File: src/rtl/alu_op_issue.sv
// ID/EX boundary register for ALU-type ops: decodes opcode/funct3/funct7[5] into
// ALU unit controls and registers them with both operands; supports stall, flush, issue count.
module alu_op_issue #(
  parameter int WIDTH     = 32,
  parameter int CNT_WIDTH = 16
) (
  input  logic                 clk_i,
  input  logic                 rst_i,
  input  logic                 valid_i,
  input  logic [6:0]           opcode_i,
  input  logic [2:0]           funct3_i,
  input  logic                 funct7b5_i,
  input  logic [WIDTH-1:0]     rs1_data_i,
  input  logic [WIDTH-1:0]     rs2_data_i,
  input  logic [WIDTH-1:0]     imm_i,
  input  logic                 stall_i,
  input  logic                 flush_i,
  output logic                 ready_o,
  output logic                 valid_o,
  output logic [WIDTH-1:0]     A_o,
  output logic [WIDTH-1:0]     B_o,
  output logic [1:0]           unit_sel_o,
  output logic [1:0]           logic_op_o,
  output logic                 sub_o,
  output logic [1:0]           shift_op_o,
  output logic                 cmp_unsigned_o,
  output logic                 illegal_o,
  output logic [CNT_WIDTH-1:0] issue_cnt_o
);

  localparam logic [6:0] OPC_OP    = 7'b0110011;
  localparam logic [6:0] OPC_IMM   = 7'b0010011;
  localparam logic [6:0] OPC_LOAD  = 7'b0000011;
  localparam logic [6:0] OPC_STORE = 7'b0100011;

  localparam logic [1:0] UNIT_ARITH = 2'b00;
  localparam logic [1:0] UNIT_LOGIC = 2'b01;
  localparam logic [1:0] UNIT_SHIFT = 2'b10;
  localparam logic [1:0] UNIT_CMP   = 2'b11;

  localparam logic [1:0] LOP_AND  = 2'b00;
  localparam logic [1:0] LOP_XOR  = 2'b01;
  localparam logic [1:0] LOP_OR   = 2'b10;
  localparam logic [1:0] LOP_NONE = 2'b11;

  localparam logic [1:0] SH_SLL = 2'b00;
  localparam logic [1:0] SH_SRL = 2'b01;
  localparam logic [1:0] SH_SRA = 2'b10;

  typedef struct packed {
    logic [1:0] unit_sel;
    logic [1:0] logic_op;
    logic       sub;
    logic [1:0] shift_op;
    logic       cmp_unsigned;
    logic       illegal;
    logic       use_imm;
  } ctrl_t;

  ctrl_t dec;
  logic  is_reg;
  logic  is_imm;
  logic  is_mem;
  logic  alu_legal;

  // Handshake: an op in the output register is issued on a rising edge where
  // valid_o=1 and stall_i=0 (and no flush); decode may present a new op whenever
  // ready_o=1, and ready_o is simply ~stall_i so it never depends on valid_i.
  assign ready_o = ~stall_i;

  // Default is the "illegal nop": logic unit with no operation, so the ALU yields 0.
  always_comb begin
    dec       = '{unit_sel: UNIT_LOGIC, logic_op: LOP_NONE, sub: 1'b0, shift_op: 2'b00,
                  cmp_unsigned: 1'b0, illegal: 1'b1, use_imm: 1'b1};
    is_reg    = (opcode_i == OPC_OP);
    is_imm    = (opcode_i == OPC_IMM);
    is_mem    = (opcode_i == OPC_LOAD) || (opcode_i == OPC_STORE);
    alu_legal = (is_reg && (!funct7b5_i || funct3_i == 3'b000 || funct3_i == 3'b101)) ||
                (is_imm && !(funct3_i == 3'b001 && funct7b5_i));

    if (is_mem) begin
      dec.unit_sel = UNIT_ARITH;
      dec.illegal  = 1'b0;
    end else if (alu_legal) begin
      dec.illegal = 1'b0;
      dec.use_imm = is_imm;
      case (funct3_i)
        3'b000: begin
          dec.unit_sel = UNIT_ARITH;
          dec.sub      = is_reg & funct7b5_i;
        end
        3'b001: begin
          dec.unit_sel = UNIT_SHIFT;
          dec.shift_op = SH_SLL;
        end
        3'b010: dec.unit_sel = UNIT_CMP;
        3'b011: begin
          dec.unit_sel     = UNIT_CMP;
          dec.cmp_unsigned = 1'b1;
        end
        3'b100: dec.logic_op = LOP_XOR;
        3'b101: begin
          dec.unit_sel = UNIT_SHIFT;
          dec.shift_op = funct7b5_i ? SH_SRA : SH_SRL;
        end
        3'b110: dec.logic_op = LOP_OR;
        default: dec.logic_op = LOP_AND;
      endcase
    end else if (is_reg) begin
      dec.use_imm = 1'b0;
    end
  end

  // Flush wins over stall; fields other than valid/illegal are left as they were.
  always_ff @(posedge clk_i or posedge rst_i) begin
    if (rst_i) begin
      valid_o        <= 1'b0;
      A_o            <= '0;
      B_o            <= '0;
      unit_sel_o     <= 2'b00;
      logic_op_o     <= LOP_NONE;
      sub_o          <= 1'b0;
      shift_op_o     <= 2'b00;
      cmp_unsigned_o <= 1'b0;
      illegal_o      <= 1'b0;
    end else if (flush_i) begin
      valid_o   <= 1'b0;
      illegal_o <= 1'b0;
    end else if (!stall_i) begin
      valid_o        <= valid_i;
      A_o            <= rs1_data_i;
      B_o            <= dec.use_imm ? imm_i : rs2_data_i;
      unit_sel_o     <= dec.unit_sel;
      logic_op_o     <= dec.logic_op;
      sub_o          <= dec.sub;
      shift_op_o     <= dec.shift_op;
      cmp_unsigned_o <= dec.cmp_unsigned;
      illegal_o      <= valid_i & dec.illegal;
    end
  end

  always_ff @(posedge clk_i or posedge rst_i) begin
    if (rst_i) begin
      issue_cnt_o <= '0;
    end else if (valid_o && !stall_i && !flush_i) begin
      issue_cnt_o <= issue_cnt_o + CNT_WIDTH'(1);
    end
  end

endmodule

File: config.mk
export PLATFORM = sky130hd
export DESIGN_NAME = alu_op_issue
export DESIGN_NICKNAME = d
export VERILOG_FILES = /design/src/rtl/alu_op_issue.sv
export SDC_FILE = /design/constraint.sdc
export NUM_CORES = 1
export LEC_CHECK = 0
export BUFFER_PORTS_ARGS = -buffer_cell sky130_fd_sc_hd__buf_2
export CAP_MARGIN = 30
export CORE_ASPECT_RATIO = 0.9
export CORE_MARGIN = 8
export CORE_UTILIZATION = 41
export CTS_CLUSTER_SIZE = 40
export DETAILED_ROUTE_END_ITERATION = 10
export PLACE_DENSITY = 0.73
export SYNTH_ARGS = -nofsm -noshare
export SYNTH_HDL_FRONTEND = slang
export SYNTH_SLANG_ARGS = --single-unit
File: constraint.sdc
create_clock -name clk_i -period 2.7 [get_ports clk_i]
set_input_delay 0.54 -clock clk_i [delete_from_list [all_inputs] [get_ports clk_i]]
set_output_delay 0.54 -clock clk_i [all_outputs]
set_load 0.02 [all_outputs]
==> results_dict.tcl <==
set metrics [dict create \
    tightestPinTransition_ns 0.9423 \
    synth-compound-area-share 0.06580 \
    yosys.area_share.simple 0.2091 \
    synth.net_count 507 \
    crit_buf_inv 1 \
    layout.nets 704 \
    cp_max_fo 32 \
    worst_path_max_delay_cell "or3_2" \
    fmaxAchievable_ghz 0.5483 \
    rsz0062_at_grt "false" \
    timing.hold.ws_ns 0.3344 \
    min_period_ns 1.824 \
    power_mw 3.197 \
    dpl.hpwl_mm 8.358 \
    fp.dieArea_um2 13050 \
    ys_seq_elements 90 \
    synth_mux_area_frac 0.08637 \
    syn_to_final_growth_pct 33.63 \
    detail_route.vias_per_cell 4.742 \
    synth_cell_types 39 \
    tns_ns 0 \
    rows 34 \
    worstSetupEndpointType "register" \
    die-width_um 119.5 \
    overflow 0 \
    finalHoldViolations 0 \
    wl_mm 11.01 \
    max_stage_delay_ns 0.83 \
    cts_tree "built" \
    pre_cts_ws_ns 0.4995 \
    cts_sinks 90 \
    antenna_found_initial 0 \
    placed_area_um2 5092 \
    cts_root_buf "clkbuf_8" \
    peakVddDrop_mv 0.3177 \
    synth_top_cell_by_area "dfrtp_1" \
    io_pins 203 \
    critical_path_class "in -> reg" \
    cts-resized-gates 0 \
    synth-xor-area-share 0.03322 \
    maxSlewHeadroom 0.3718 \
    synthAdderAreaFrac 0.003164 \
    worstSkewPairLatency_ns 0.34 \
    clkTransAtPathRegs_ns 0.09 \
    outcome "complete, no violations" \
    clockBufferDepth 2 \
    cp-start-kind "primary input" \
    core_area_um2 9529 \
    cp.required_ns 2.93 \
    vias 3424 \
    fin_crit_sh 0.6755 \
    yosysSeqAreaShare 0.5701 \
    drtIter0Drc 154 \
    cts_setup_buffers 0 \
    drive_above_1_share 0.3960 \
    power_leakage_nw 2.971 \
    maxCapViolCount 0 \
    final_common_cell "buf_2" \
    skew_ns 0.007237 \
    cp_data_arrival_time_ns 2.05 \
    grt_pass1_vias 3540 \
    syn_inst 394 \
    fin_ws_ns 0.8760 \
    place_congestion 0.7505 \
    synth_area_um2 3955 \
    ant_nets 0 \
    track_usage 0.1647 \
    dr.pass1.iters 4 \
    ys.flop_type "dfrtp_1" \
    fp.dieH_um 109.2 \
    htree_levels 3 \
    setup-violations-final 0 \
    portBuffers 202 \
    diodes 0 \
    grt_max_degree 91 \
    start_util 0.4150 \
    async_flop_share 1.000 \
    drc_errors 0 \
    p_per_area_nw_per_um2 604.8 \
    syn_area_per_cell_um2 10.04 \
    min_path_type "in -> async" \
    synth_top_area_share 0.5568 \
    numCtsBuffers 9 \
    grt_pass1_wl_mm 17.57 \
    design_area_um2 5285 \
    layout_common_cells "buf_2, nand2_1, dfrtp_1" \
    ys.warnings.count 0 \
    n_fill_cell 878 \
    synth_edf_count 0 \
    synth_top_family_by_area "simple AND/OR/NAND/NOR gates" \
    synth_area_leaders "dfrtp_1, nand2_1, mux2i_1" \
    slew_viol_final 0 \
    wl_per_cell_um 15.25 \
    crit_chain "buf_2, nand4bb_1, or3_2, mux2i_1, a21oi_1" \
    cp_top_family "simple AND/OR/NAND/NOR gates" \
    ctsHoldBuffers 0 \
]
[cell usage after synthesis (5+ instances only)]
cell and n:
nand2_1 110, dfrtp_1 88, nor2_1 38, mux2i_1 33, a21oi_1 32, clkbuf_1 11, xnor2_1 8, nand3_1 7
xor2_1 7, inv_1 5
[stage by stage]
| step | util | instances |
|---|---|---|
| 6_report | 0.5546 | 722 |
| 2_1_floorplan | - | 394 |
| 5_1_grt | 0.5546 | 722 |
| 4_1_cts | 0.5546 | 722 |
| 3_3_place_gp | 0.5344 | 706 |
| 3_5_place_dp | 0.5344 | 706 |
[cells by family after synthesis]
family / after synthesis
and+or+nand+nor: 183
DFF: 90
AOI/OAI and AO/OA: 46
muxes: 34
buffers and inverters: 25
xor gates and xnor gates: 15
adders and majority gates: 1
[state kept, by name (all words and copies together) (netlist names)]
| signal | count |
|---|---|
| unit_sel_o | 2 |
| illegal_o | 1 |
| B_o | 32 |
| issue_cnt_o | 16 |
| shift_op_o | 2 |
| cmp_unsigned_o | 1 |
| sub_o | 1 |
| A_o | 32 |
| logic_op_o | 2 |
| valid_o | 1 |
[path summary, 6_finish.rpt]
kind	slack (ns)	depth (start not counted)	end	start
setup / recovery	0.88	5	B_o[19]	opcode_i[2]
hold / removal	0.33	3	A_o[29]	rst_i
setup reg to reg	1.12	4	issue_cnt_o[15]	valid_o
hold reg to reg	0.47	2	A_o[8]	A_o[8]
max in group asynchronous	1.98	3	logic_op_o[1]	rst_i
min in group clk_i	0.38	3	A_o[13]	rs1_data_i[13]
[worst reg2reg max path: cells and delay by family, from the launching register on]
family	cells	cell delay (ns)
flip-flops	1	0.39
AND/OR/NAND/NOR	3	0.93
XOR/XNOR	1	0.18
[metal layers]
| metal | vias up | GRT usage | wire length [um] |
|---|---|---|---|
| met1 | 1601 | 0.1857 | 4458 |
| met4 | 0 | 0.03829 | 85 |
| met3 | 6 | 0.07609 | 919 |
| met2 | 125 | 0.2814 | 5544 |
| met5 | - | 0 | 0 |
| li1 | 1692 | - | - |
[layout make-up]
type                       count  area (um2)  share of cell area
inverter                       5       22.52            0.004261
clock inverter                 6       65.06             0.01231
multi-input combinational    279        1579              0.2988
tap                          126       157.7             0.02983
sequential                    90        2255              0.4266
clock buffer                  10       127.6             0.02415
timing repair buffer         206        1079              0.2041
[report_power, final]
part,switching (mW),internal [mW]
Combinational,0.439,0.261
Clock,0.478,0.432
Sequential,0.0949,1.49
No activity file was read; power rests on OpenSTA's default activity.
